`src/rtl/bcd_conv_pkg.sv`:
```
// Shared types and helpers for the sequential BCD code converter.
//   mode_t    : conversion mode (BCD->Gray, Gray->BCD, BCD->Excess-3, passthrough)
//   state_t   : controller states
//   idx_width : width of a digit index for a given digit count (never below 1)
package bcd_conv_pkg;

    typedef enum logic [1:0] {
        MODE_B2G  = 2'd0,
        MODE_G2B  = 2'd1,
        MODE_XS3  = 2'd2,
        MODE_PASS = 2'd3
    } mode_t;

    typedef enum logic [1:0] {
        IDLE = 2'd0,
        CONV = 2'd1,
        DONE = 2'd2
    } state_t;

    function automatic int idx_width(input int digits);
        return (digits <= 1) ? 1 : $clog2(digits);
    endfunction

endpackage

```
`src/rtl/bcd_code_converter_seq_if.sv`:
```
// Handshake and data bundle for bcd_code_converter_seq.
//   start, mode, data_in             : requester -> converter
//   busy, done, code_out, err,
//   err_digit                        : converter -> requester
// The converter uses the slave modport, the requester the master modport.
interface bcd_code_converter_seq_if #(
    parameter int DIGITS = 4
);
    import bcd_conv_pkg::*;

    localparam int IDXW = idx_width(DIGITS);

    logic                  start;
    logic [1:0]            mode;
    logic [4*DIGITS-1:0]   data_in;
    logic                  busy;
    logic                  done;
    logic [4*DIGITS-1:0]   code_out;
    logic                  err;
    logic [IDXW-1:0]       err_digit;

    modport master (
        output start, mode, data_in,
        input  busy, done, code_out, err, err_digit
    );

    modport slave (
        input  start, mode, data_in,
        output busy, done, code_out, err, err_digit
    );

endinterface

```
`src/rtl/digit_code_conv.sv`:
```
// Single-digit combinational code converter.
//   digit   : 4-bit input digit
//   mode    : conversion mode
//   result  : converted digit, 4'hF when the digit is invalid
//   invalid : digit (or decoded digit for Gray->BCD) is not a BCD value
module digit_code_conv
    import bcd_conv_pkg::*;
(
    input  logic [3:0] digit,
    input  mode_t      mode,
    output logic [3:0] result,
    output logic       invalid
);

    logic [3:0] gray_dec;

    // Gray decode ripples from the MSB: each binary bit is the previous
    // binary bit xor the current Gray bit.
    always_comb begin
        gray_dec[3] = digit[3];
        gray_dec[2] = gray_dec[3] ^ digit[2];
        gray_dec[1] = gray_dec[2] ^ digit[1];
        gray_dec[0] = gray_dec[1] ^ digit[0];
    end

    always_comb begin
        result  = digit;
        invalid = 1'b0;
        case (mode)
            MODE_B2G: begin
                invalid = (digit > 4'd9);
                result  = {digit[3], digit[3] ^ digit[2],
                           digit[2] ^ digit[1], digit[1] ^ digit[0]};
            end
            MODE_G2B: begin
                invalid = (gray_dec > 4'd9);
                result  = gray_dec;
            end
            MODE_XS3: begin
                invalid = (digit > 4'd9);
                result  = digit + 4'd3;
            end
            MODE_PASS: begin
                invalid = 1'b0;
                result  = digit;
            end
            default: begin
                invalid = 1'b0;
                result  = digit;
            end
        endcase
        if (invalid) begin
            result = 4'hF;
        end
    end

endmodule

```
`src/rtl/bcd_code_converter_seq.sv`:
```
// Sequential multi-digit code converter: one digit per clock, LSD first,
// through a single shared digit_code_conv.
//   clk : system clock, rising edge
//   rst : asynchronous active-high reset
//   bus : slave side of bcd_code_converter_seq_if (start/mode/data_in in;
//         busy/done/code_out/err/err_digit out)
//
// state | meaning
// IDLE  | waiting for start
// CONV  | converting digit idx_q, one digit per cycle
// DONE  | one-cycle done pulse; outputs just updated; start re-arms
module bcd_code_converter_seq
    import bcd_conv_pkg::*;
#(
    parameter int DIGITS = 4
) (
    input  logic                     clk,
    input  logic                     rst,
    bcd_code_converter_seq_if.slave  bus
);

    localparam int IDXW = idx_width(DIGITS);
    localparam int W    = 4 * DIGITS;

    state_t          state;
    state_t          state_nxt;

    logic [W-1:0]    data_q;
    mode_t           mode_q;
    logic [IDXW-1:0] idx_q;
    logic [W-1:0]    result_q;
    logic            err_acc_q;
    logic [IDXW-1:0] err_idx_q;

    logic [W-1:0]    code_q;
    logic            err_q;
    logic [IDXW-1:0] err_digit_q;

    logic [3:0]      dig_in;
    logic [3:0]      dig_out;
    logic            dig_bad;
    logic            last_digit;
    logic            accept;
    logic [W-1:0]    result_nxt;
    logic            err_nxt;
    logic [IDXW-1:0] err_idx_nxt;

    digit_code_conv u_digit_conv (
        .digit   (dig_in),
        .mode    (mode_q),
        .result  (dig_out),
        .invalid (dig_bad)
    );

    assign dig_in     = data_q[4*int'(idx_q) +: 4];
    assign last_digit = (idx_q == IDXW'(DIGITS - 1));
    assign accept     = bus.start && (state != CONV);

    // Accumulators including the digit being converted this cycle, so the
    // last digit lands in the outputs on the same edge that enters DONE.
    always_comb begin
        result_nxt                        = result_q;
        result_nxt[4*int'(idx_q) +: 4]    = dig_out;
        err_nxt                           = err_acc_q | dig_bad;
        err_idx_nxt                       = err_idx_q;
        if (dig_bad && !err_acc_q) begin
            err_idx_nxt = idx_q;
        end
    end

    always_ff @(posedge clk or posedge rst) begin
        if (rst) begin
            state <= IDLE;
        end else begin
            state <= state_nxt;
        end
    end

    always_comb begin
        state_nxt = state;
        case (state)
            IDLE: begin
                if (bus.start) begin
                    state_nxt = CONV;
                end
            end
            CONV: begin
                if (last_digit) begin
                    state_nxt = DONE;
                end
            end
            DONE: begin
                state_nxt = bus.start ? CONV : IDLE;
            end
            default: begin
                state_nxt = IDLE;
            end
        endcase
    end

    always_ff @(posedge clk or posedge rst) begin
        if (rst) begin
            data_q    <= '0;
            mode_q    <= MODE_B2G;
            idx_q     <= '0;
            result_q  <= '0;
            err_acc_q <= 1'b0;
            err_idx_q <= '0;
        end else if (accept) begin
            data_q    <= bus.data_in;
            mode_q    <= mode_t'(bus.mode);
            idx_q     <= '0;
            result_q  <= '0;
            err_acc_q <= 1'b0;
            err_idx_q <= '0;
        end else if (state == CONV) begin
            result_q  <= result_nxt;
            err_acc_q <= err_nxt;
            err_idx_q <= err_idx_nxt;
            if (!last_digit) begin
                idx_q <= idx_q + 1'b1;
            end
        end
    end

    always_ff @(posedge clk or posedge rst) begin
        if (rst) begin
            code_q      <= '0;
            err_q       <= 1'b0;
            err_digit_q <= '0;
        end else if (state == CONV && last_digit) begin
            code_q      <= result_nxt;
            err_q       <= err_nxt;
            err_digit_q <= err_nxt ? err_idx_nxt : '0;
        end
    end

    assign bus.busy      = (state == CONV);
    assign bus.done      = (state == DONE);
    assign bus.code_out  = code_q;
    assign bus.err       = err_q;
    assign bus.err_digit = err_digit_q;

endmodule

```
`src/flat_wrapper.sv`:
```
// flat-port wrapper written by rule: the top's interface ports become plain ports
module bcd_code_converter_seq_flat import bcd_conv_pkg::*;
#(
    parameter int DIGITS = 4
)
  (clk, rst, bus_start, bus_mode, bus_data_in, bus_busy, bus_done, bus_code_out, bus_err, bus_err_digit);
  bcd_code_converter_seq_if #(.DIGITS(DIGITS)) bus_i ();
  input  logic clk;
  input  logic rst;
  input wire logic [$bits(bus_i.start)-1:0] bus_start;
  input wire logic [$bits(bus_i.mode)-1:0] bus_mode;
  input wire logic [$bits(bus_i.data_in)-1:0] bus_data_in;
  output wire logic [$bits(bus_i.busy)-1:0] bus_busy;
  output wire logic [$bits(bus_i.done)-1:0] bus_done;
  output wire logic [$bits(bus_i.code_out)-1:0] bus_code_out;
  output wire logic [$bits(bus_i.err)-1:0] bus_err;
  output wire logic [$bits(bus_i.err_digit)-1:0] bus_err_digit;
  assign bus_i.start = bus_start;
  assign bus_i.mode = bus_mode;
  assign bus_i.data_in = bus_data_in;
  assign bus_busy = bus_i.busy;
  assign bus_done = bus_i.done;
  assign bus_code_out = bus_i.code_out;
  assign bus_err = bus_i.err;
  assign bus_err_digit = bus_i.err_digit;
  bcd_code_converter_seq #(.DIGITS(DIGITS)) u_core (.clk(clk), .rst(rst), .bus(bus_i));
endmodule
```
`config.mk`:
```
export PLATFORM = sky130hd
export DESIGN_NAME = bcd_code_converter_seq_flat
export DESIGN_NICKNAME = d
export VERILOG_FILES = /design/src/rtl/bcd_conv_pkg.sv /design/src/rtl/bcd_code_converter_seq_if.sv /design/src/rtl/digit_code_conv.sv /design/src/rtl/bcd_code_converter_seq.sv /design/src/flat_wrapper.sv
export SDC_FILE = /design/constraint.sdc
export NUM_CORES = 1
export LEC_CHECK = 0
export ABC_AREA = 0
export CELL_PAD_IN_SITES_DETAIL_PLACEMENT = 2
export CELL_PAD_IN_SITES_GLOBAL_PLACEMENT = 2
export CORE_ASPECT_RATIO = 1.4
export CORE_MARGIN = 1
export CORE_UTILIZATION = 25
export CTS_CLUSTER_DIAMETER = 100
export DETAILED_ROUTE_END_ITERATION = 8
export PLACE_DENSITY = 0.58
export SYNTH_ARGS = -nofsm -noshare
export SYNTH_HDL_FRONTEND = slang
export SYNTH_SLANG_ARGS = --single-unit
```
`constraint.sdc`:
```
create_clock -name clk -period 7.1 [get_ports clk]
set_input_delay 1.42 -clock clk [delete_from_list [all_inputs] [get_ports clk]]
set_output_delay 1.42 -clock clk [all_outputs]
set_load 0.01 [all_outputs]
```
; ---- Yosys cells after proc, flatten, opt, wreduce, memory -nomap -nowiden
; Index checks and enable logic that the tools add are counted.
; W data, S select, Z words.
[classes]
addsub = 3
magnitude_cmp = 2
n_eq_ne = 10
n_shift = 3
n_mux = 19
bitwise = 6
n_reduce_logical = 10
[ops]
columns = operator, count
row1 = $neg A4 Y33, 1
row2 = $shift A4 B33 Y16 const A, 1
row3 = $shiftx A4 B33 Y16, 1
row4 = $mux W16, 2
row5 = $mux W2, 9
row6 = $bwmux W16, 1
row7 = $pmux W4 S4, 1
row8 = $shiftx A16 B5 Y4, 1
row9 = $eq A2 B2 Y1 const B, 4
row10 = $gt A4 B4 Y1 const B, 2
row11 = $pmux W2 S3, 1
row12 = $xor A1 B1 Y1, 5
row13 = $add A4 B2 Y4 const B, 1
row14 = $eq A2 B1 Y1 const B, 2
row15 = $logic_not A2 Y1, 2
row16 = $mux W4, 1
row17 = $ne A2 B1 Y1 const B, 2
row18 = $ne A2 B2 Y1 const B, 2
row19 = $reduce_and A2 Y1, 2
row20 = $logic_and A1 B1 Y1, 3
row21 = $mux W1, 3
row22 = $pmux W1 S3, 1
row23 = $add A2 B1 Y2 const B, 1
row24 = $reduce_bool A2 Y1, 1
row25 = other kinds (3), 3
[totals]
register_bits = 60
output_inout_bits = 21

; ---- Depth between registers and ports, before layout
[depth]
ltp_word = 11
ltp_mapped = 12
mapped_depth_nobuf = 10

; ---- By module
; From an unflattened synthesis, not the netlist that was laid out.
[hier_totals]
cells_unflattened = 270
hier_area_um2 = 3144.3
[modules_own_cells]
columns = mod, instances, cells_per_inst, area_each_um2
row1 = bcd_code_converter_seq, 1, 226, 2805.2
row2 = digit_code_conv, 1, 44, 339.1

; ---- Least setup slack after synthesis
; Ideal clock, no wire load.
[synth_timing]
path_type = reg2reg
from = register u_core.idx_q[0]
to = register u_core.err_idx_q[0]
setup_time_ns = 0.101
arrival_ns = 3.012
required_ns = 6.999
slack_ns = 3.987
stages_incl_launch_ff = 13
n_path_buf = 2
path_cell_list = dfrtp_1 -> buf_6 -> mux4_1 -> inv_1 -> ha_1 -> xor2_1 -> ha_1 -> nor2b_1 -> o2111ai_1 -> nand2_1 -> clkbuf_1 -> nand2_1 -> o32ai_1
[synth_via]
elab_chain_len = 10
[synth_lines]
columns = element, line_no
row1 = from (decl), bcd_code_converter_seq.sv:30  ; logic [IDXW-1:0] idx_q;
row2 = from (signal assigned), bcd_code_converter_seq.sv:121  ; idx_q <= idx_q + 1'b1;
row3 = $shiftx A16 B5 Y4, bcd_code_converter_seq.sv:55  ; assign dig_in = data_q[4*int'(idx_q) +: 4];
row4 = $xor A1 B1 Y1, digit_code_conv.sv:21  ; gray_dec[2] = gray_dec[3] ^ digit[2];
row5 = $xor A1 B1 Y1, digit_code_conv.sv:22  ; gray_dec[1] = gray_dec[2] ^ digit[1];
row6 = $xor A1 B1 Y1, digit_code_conv.sv:23  ; gray_dec[0] = gray_dec[1] ^ digit[0];
row7 = $gt A4 B4 Y1, digit_code_conv.sv:36  ; invalid = (gray_dec > 4'd9);
row8 = $pmux W1 S3, digit_code_conv.sv:29  ; case (mode)
row9 = $logic_and A1 B1 Y1, bcd_code_converter_seq.sv:66  ; if (dig_bad && !err_acc_q) begin
row10 = $mux W2 (*), bcd_code_converter_seq.sv:66
row11 = $mux W2 (*), bcd_code_converter_seq.sv:116  ; end else if (state == CONV) begin
row12 = $mux W2 (*), bcd_code_converter_seq.sv:109  ; end else if (accept) begin
row13 = to (signal assigned), bcd_code_converter_seq.sv:119  ; err_idx_q <= err_idx_nxt;
row14 = to (decl), bcd_code_converter_seq.sv:33  ; logic [IDXW-1:0] err_idx_q;
; Mark *: on every way between the ends. The rest lies on a longest branch, timed or not. The select of a mux whose other input is x is not followed.
; A chain may end at the register's enable or synchronous reset.

; ---- Final worst setup path
[layout_timing]
from = register u_core.idx_q[0]
to = register u_core.result_q[11]
[layout_via]
elab_chain_len = 11
[layout_lines]
columns = element, line_no
row1 = $shiftx A16 B5 Y4, bcd_code_converter_seq.sv:55
row2 = $xor A1 B1 Y1, "digit_code_conv.sv:21, digit_code_conv.sv:32"
row3 = $xor A1 B1 Y1, digit_code_conv.sv:22
row4 = $xor A1 B1 Y1, digit_code_conv.sv:23
row5 = $gt A4 B4 Y1, digit_code_conv.sv:36
row6 = $pmux W1 S3, digit_code_conv.sv:29
row7 = $mux W4, digit_code_conv.sv:52  ; if (invalid) begin
row8 = $shiftx A4 B33 Y16, bcd_code_converter_seq.sv:63  ; result_nxt[4*int'(idx_q) +: 4] = dig_out;
row9 = $bwmux W16 (*), bcd_code_converter_seq.sv:63
row10 = $mux W16 (*), bcd_code_converter_seq.sv:116
row11 = $mux W16 (*), bcd_code_converter_seq.sv:109
row12 = to (signal assigned), bcd_code_converter_seq.sv:117  ; result_q <= result_nxt;
row13 = to (decl), bcd_code_converter_seq.sv:31  ; logic [W-1:0] result_q;
; Marked as above.

==> metrics.yaml <==
hold_path:
  min_from: "u_core.data_q[1]$_DFFE_PP0P_"
  holdPathEnd: "u_core.data_q[1]$_DFFE_PP0P_"
  hold_class: "flip-flop to flip-flop"
  hold_path_depth: 2
cts:
  clkLatencyLatePin_ns: 0.34
  ctsHoldBuffers: 0
  htreeDepth: 3
  cts_tree: "yes"
  cts_setup_buffers: 0
  clk_pin_slew_worst_paths_ns: 0.05
  cts_buffers: 9
  clk_path_buf_depth: 2
  cts_root_buffer: "clkbuf_16"
  cts_resized: 0
  clock_sinks: 60
sta:
  rsz0062_at_grt: "false"
  setup_viol: 0
  finalClockSkew_ns: 0.006385
  tightest_slew_ns: 1.024
  min_period_over_period_pct: 55.07
  setup-tns-final_ns: 0
  maxSlewViolCount: 0
  post-route-min-period_ns: 3.910
  finalHoldViolations: 0
  max_freq_mhz: 255.7
  setup_ws_ns: 3.190
  maxSlewHeadroom_pct: 31.12
global_routing:
  grt_max_degree: 61
  antenna_found_initial: 0
  grt_pass1_vias: 2788
  track_usage_pct: 16.12
  overflow: 0
  grt_pass1_wl_um: 15080
power_and_ir_drop:
  p_per_area_nw_per_um2: 553.5
  p_leak_nw: 1.719
  ir_drop_mv: 0.1472
worst_setup_path:
  crit_required_ns: 7.30
  cp.arrival_ns: 4.11
  r2r_start: "u_core.idx_q[0]$_DFFE_PP0P_"
  path_common_cell: "ha_1"
  reg2reg_to: "u_core.result_q[11]$_DFFE_PP0P_"
  max_stage_delay_ns: 0.77
  path_cells: "mux4_1, inv_1, ha_1, xor2_1, ha_1, nor2b_1, o2111ai_1, nand2_1, nor3b_4, o21ai_0"
  reg2reg_depth: 10
  crit_path_end_kind: "flip-flop"
  cp_slowest_cell: "mux4_1"
  ff2ff_setup_slack_ns: 3.19
  criticalPathCategory: "flip-flop to flip-flop"
  crit_path_start: "u_core.idx_q[0]$_DFFE_PP0P_"
  cp-start-kind: "flip-flop"
  cp.buffers_inverters: 1
  cp_max_fo: 15
  crit_family: "simple AND/OR/NAND/NOR gates"
layout:
  final_nets: 399
  syn_to_final_growth_pct: 27.38
  final_common_cell: "nand2_1"
  finalInstanceArea_um2: 3889
  fillers: 1334
  num_antenna_cells: 0
  final_cell_mix: "85 x nand2_1, 60 x dfrtp_1, 41 x clkdlybuf4s50_1, 30 x o21ai_0, 25 x nor2_1"
  drive_gt1_share_pct: 7.377
  instances_no_fill: 513
synth:
  synth_edf_count: 0
  synthesis.instances: 319
  synth_cell_types: 37
  ys_dominant_reg_cell: "dfrtp_1"
  syn_nets: 356
  ys_warn_count: 0
  async_reset_ff_share_pct: 100.0
  synth_area_um2: 3053
  ys_seq_area_share_pct: 49.18
  synth.avg_cell_area_um2: 9.570
  ys_ff_latch: 60
floorplan:
  io_pins: 42
  die_w_um: 95.40
  coreArea_um2: 11880
  die_height_um: 132.8
  num_rows: 47
  start_util_pct: 25.70
  die_area_um2: 12660
drt:
  viasPerCell: 4.821
  drc: 0
  routedWlPerCell_um: 17.55
  drt_wl_total_um: 9002
  drtIter0Drc: 60
  num_vias: 2473
  dr.pass1.iters: 4
  drtAntennaViolNets: 0
run_status:
  status: "finished, final reports clean"
place:
  dp.cells: 498
  place_congestion: 0.7973
  dp_slack_ns: 3.131
  post-dp-hpwl_um: 6554
  dpl_cell_area_um2: 3606
  portBuffers: 41
job:
  cap_violations: 0
-- synthesized netlist by cell type (4+ instances only) --
master,instances,area share (%)
a21oi_1,12,2.0
a221oi_2,4,2.0
a31oi_1,10,2.0
a32o_1,5,1.6
clkbuf_1,9,1.1
dfrtp_1,60,49
ha_1,16,6.6
inv_1,17,2.1
nand2_1,85,10
nand2b_1,9,1.8
nor2_1,25,3.1
o21ai_0,30,4.9
-- how the worst max path moves through the flow --
stage                                                     end  slack [ns]  cells after the start
final                         u_core.result_q[11]$_DFFE_PP0P_        3.19                     10
after global routing          u_core.result_q[11]$_DFFE_PP0P_        2.83                     10
after CTS                     u_core.result_q[11]$_DFFE_PP0P_        3.12                     10
after detailed placement  u_core.bus.code_out[11]$_DFFE_PP0P_        3.13                     10
after global placement     u_core.bus.code_out[7]$_DFFE_PP0P_        3.36                     10
after floorplan               u_core.err_idx_q[0]$_DFFE_PP0P_        3.99                     12
-- layout make-up --
type | instances | area, um^2 | area share, %
tap | 147 | 183.9 | 4.730
clock buffer | 10 | 229.0 | 5.888
multi-input combinational | 229 | 1420 | 36.52
inverter | 18 | 67.56 | 1.737
clock inverter | 5 | 53.80 | 1.384
timing repair buffer | 44 | 432.9 | 11.13
sequential | 60 | 1501 | 38.61
-- state kept, by name, indices dropped and copies added (netlist names) --
name                  flops
u_core.result_q          16
u_core.data_q            16
u_core.mode_q             2
u_core.state              2
u_core.bus.err_digit      2
u_core.bus.err            1
u_core.err_acc_q          1
u_core.idx_q              2
u_core.err_idx_q          2
u_core.bus.code_out      16
-- worst min-delay path: cells and delay by family (launching register included) --
family / cells / cell delay [ns]
DFF: 1 / 0.34
and+or+nand+nor: 2 / 0.10
-- kinds of logic (layout without fill, tap and decap cells) --
family | after synthesis | count (layout) | synth area share, %
AOI/OAI and AO/OA | 68 | 68 | 15.00
xor gates and xnor gates | 3 | 3 | 0.8608
adders and majority gates | 16 | 16 | 6.557
buffers and inverters | 30 | 77 | 4.303
DFF | 60 | 60 | 49.18
muxes | 8 | 8 | 5.082
and+or+nand+nor | 134 | 134 | 19.02
-- stage by stage --
step / total power, mW / utilization [%] / hold WS (ns)
2_1_floorplan: 1.340 / - / 0.4373
3_3_place_gp: 1.718 / 30.36 / 0.4567
3_5_place_dp: 1.753 / 30.36 / 0.4669
4_1_cts: 2.202 / 32.74 / 0.4758
5_1_grt: 2.331 / 32.74 / 0.4925
6_report: 2.152 / 32.74 / 0.4709
-- power breakdown --
part	leakage (nW)	total, mW	switching (mW)	internal [mW]
Clock	0.142	0.428	0.160	0.268
Combinational	0.814	1.12	0.674	0.443
Sequential	0.763	0.608	0.119	0.489
Total	1.72	2.15	0.952	1.20
-- per-layer routing --
layer  part of all wire (%)  wire length, um  track usage (%)
met1                     41             3647            18.16
met2                     55             4961            28.77
met3                    2.0              183            2.069
met4                    2.3              210            8.458
met5                      0                0                0
Note: power is estimated with default switching activity, not from simulation.
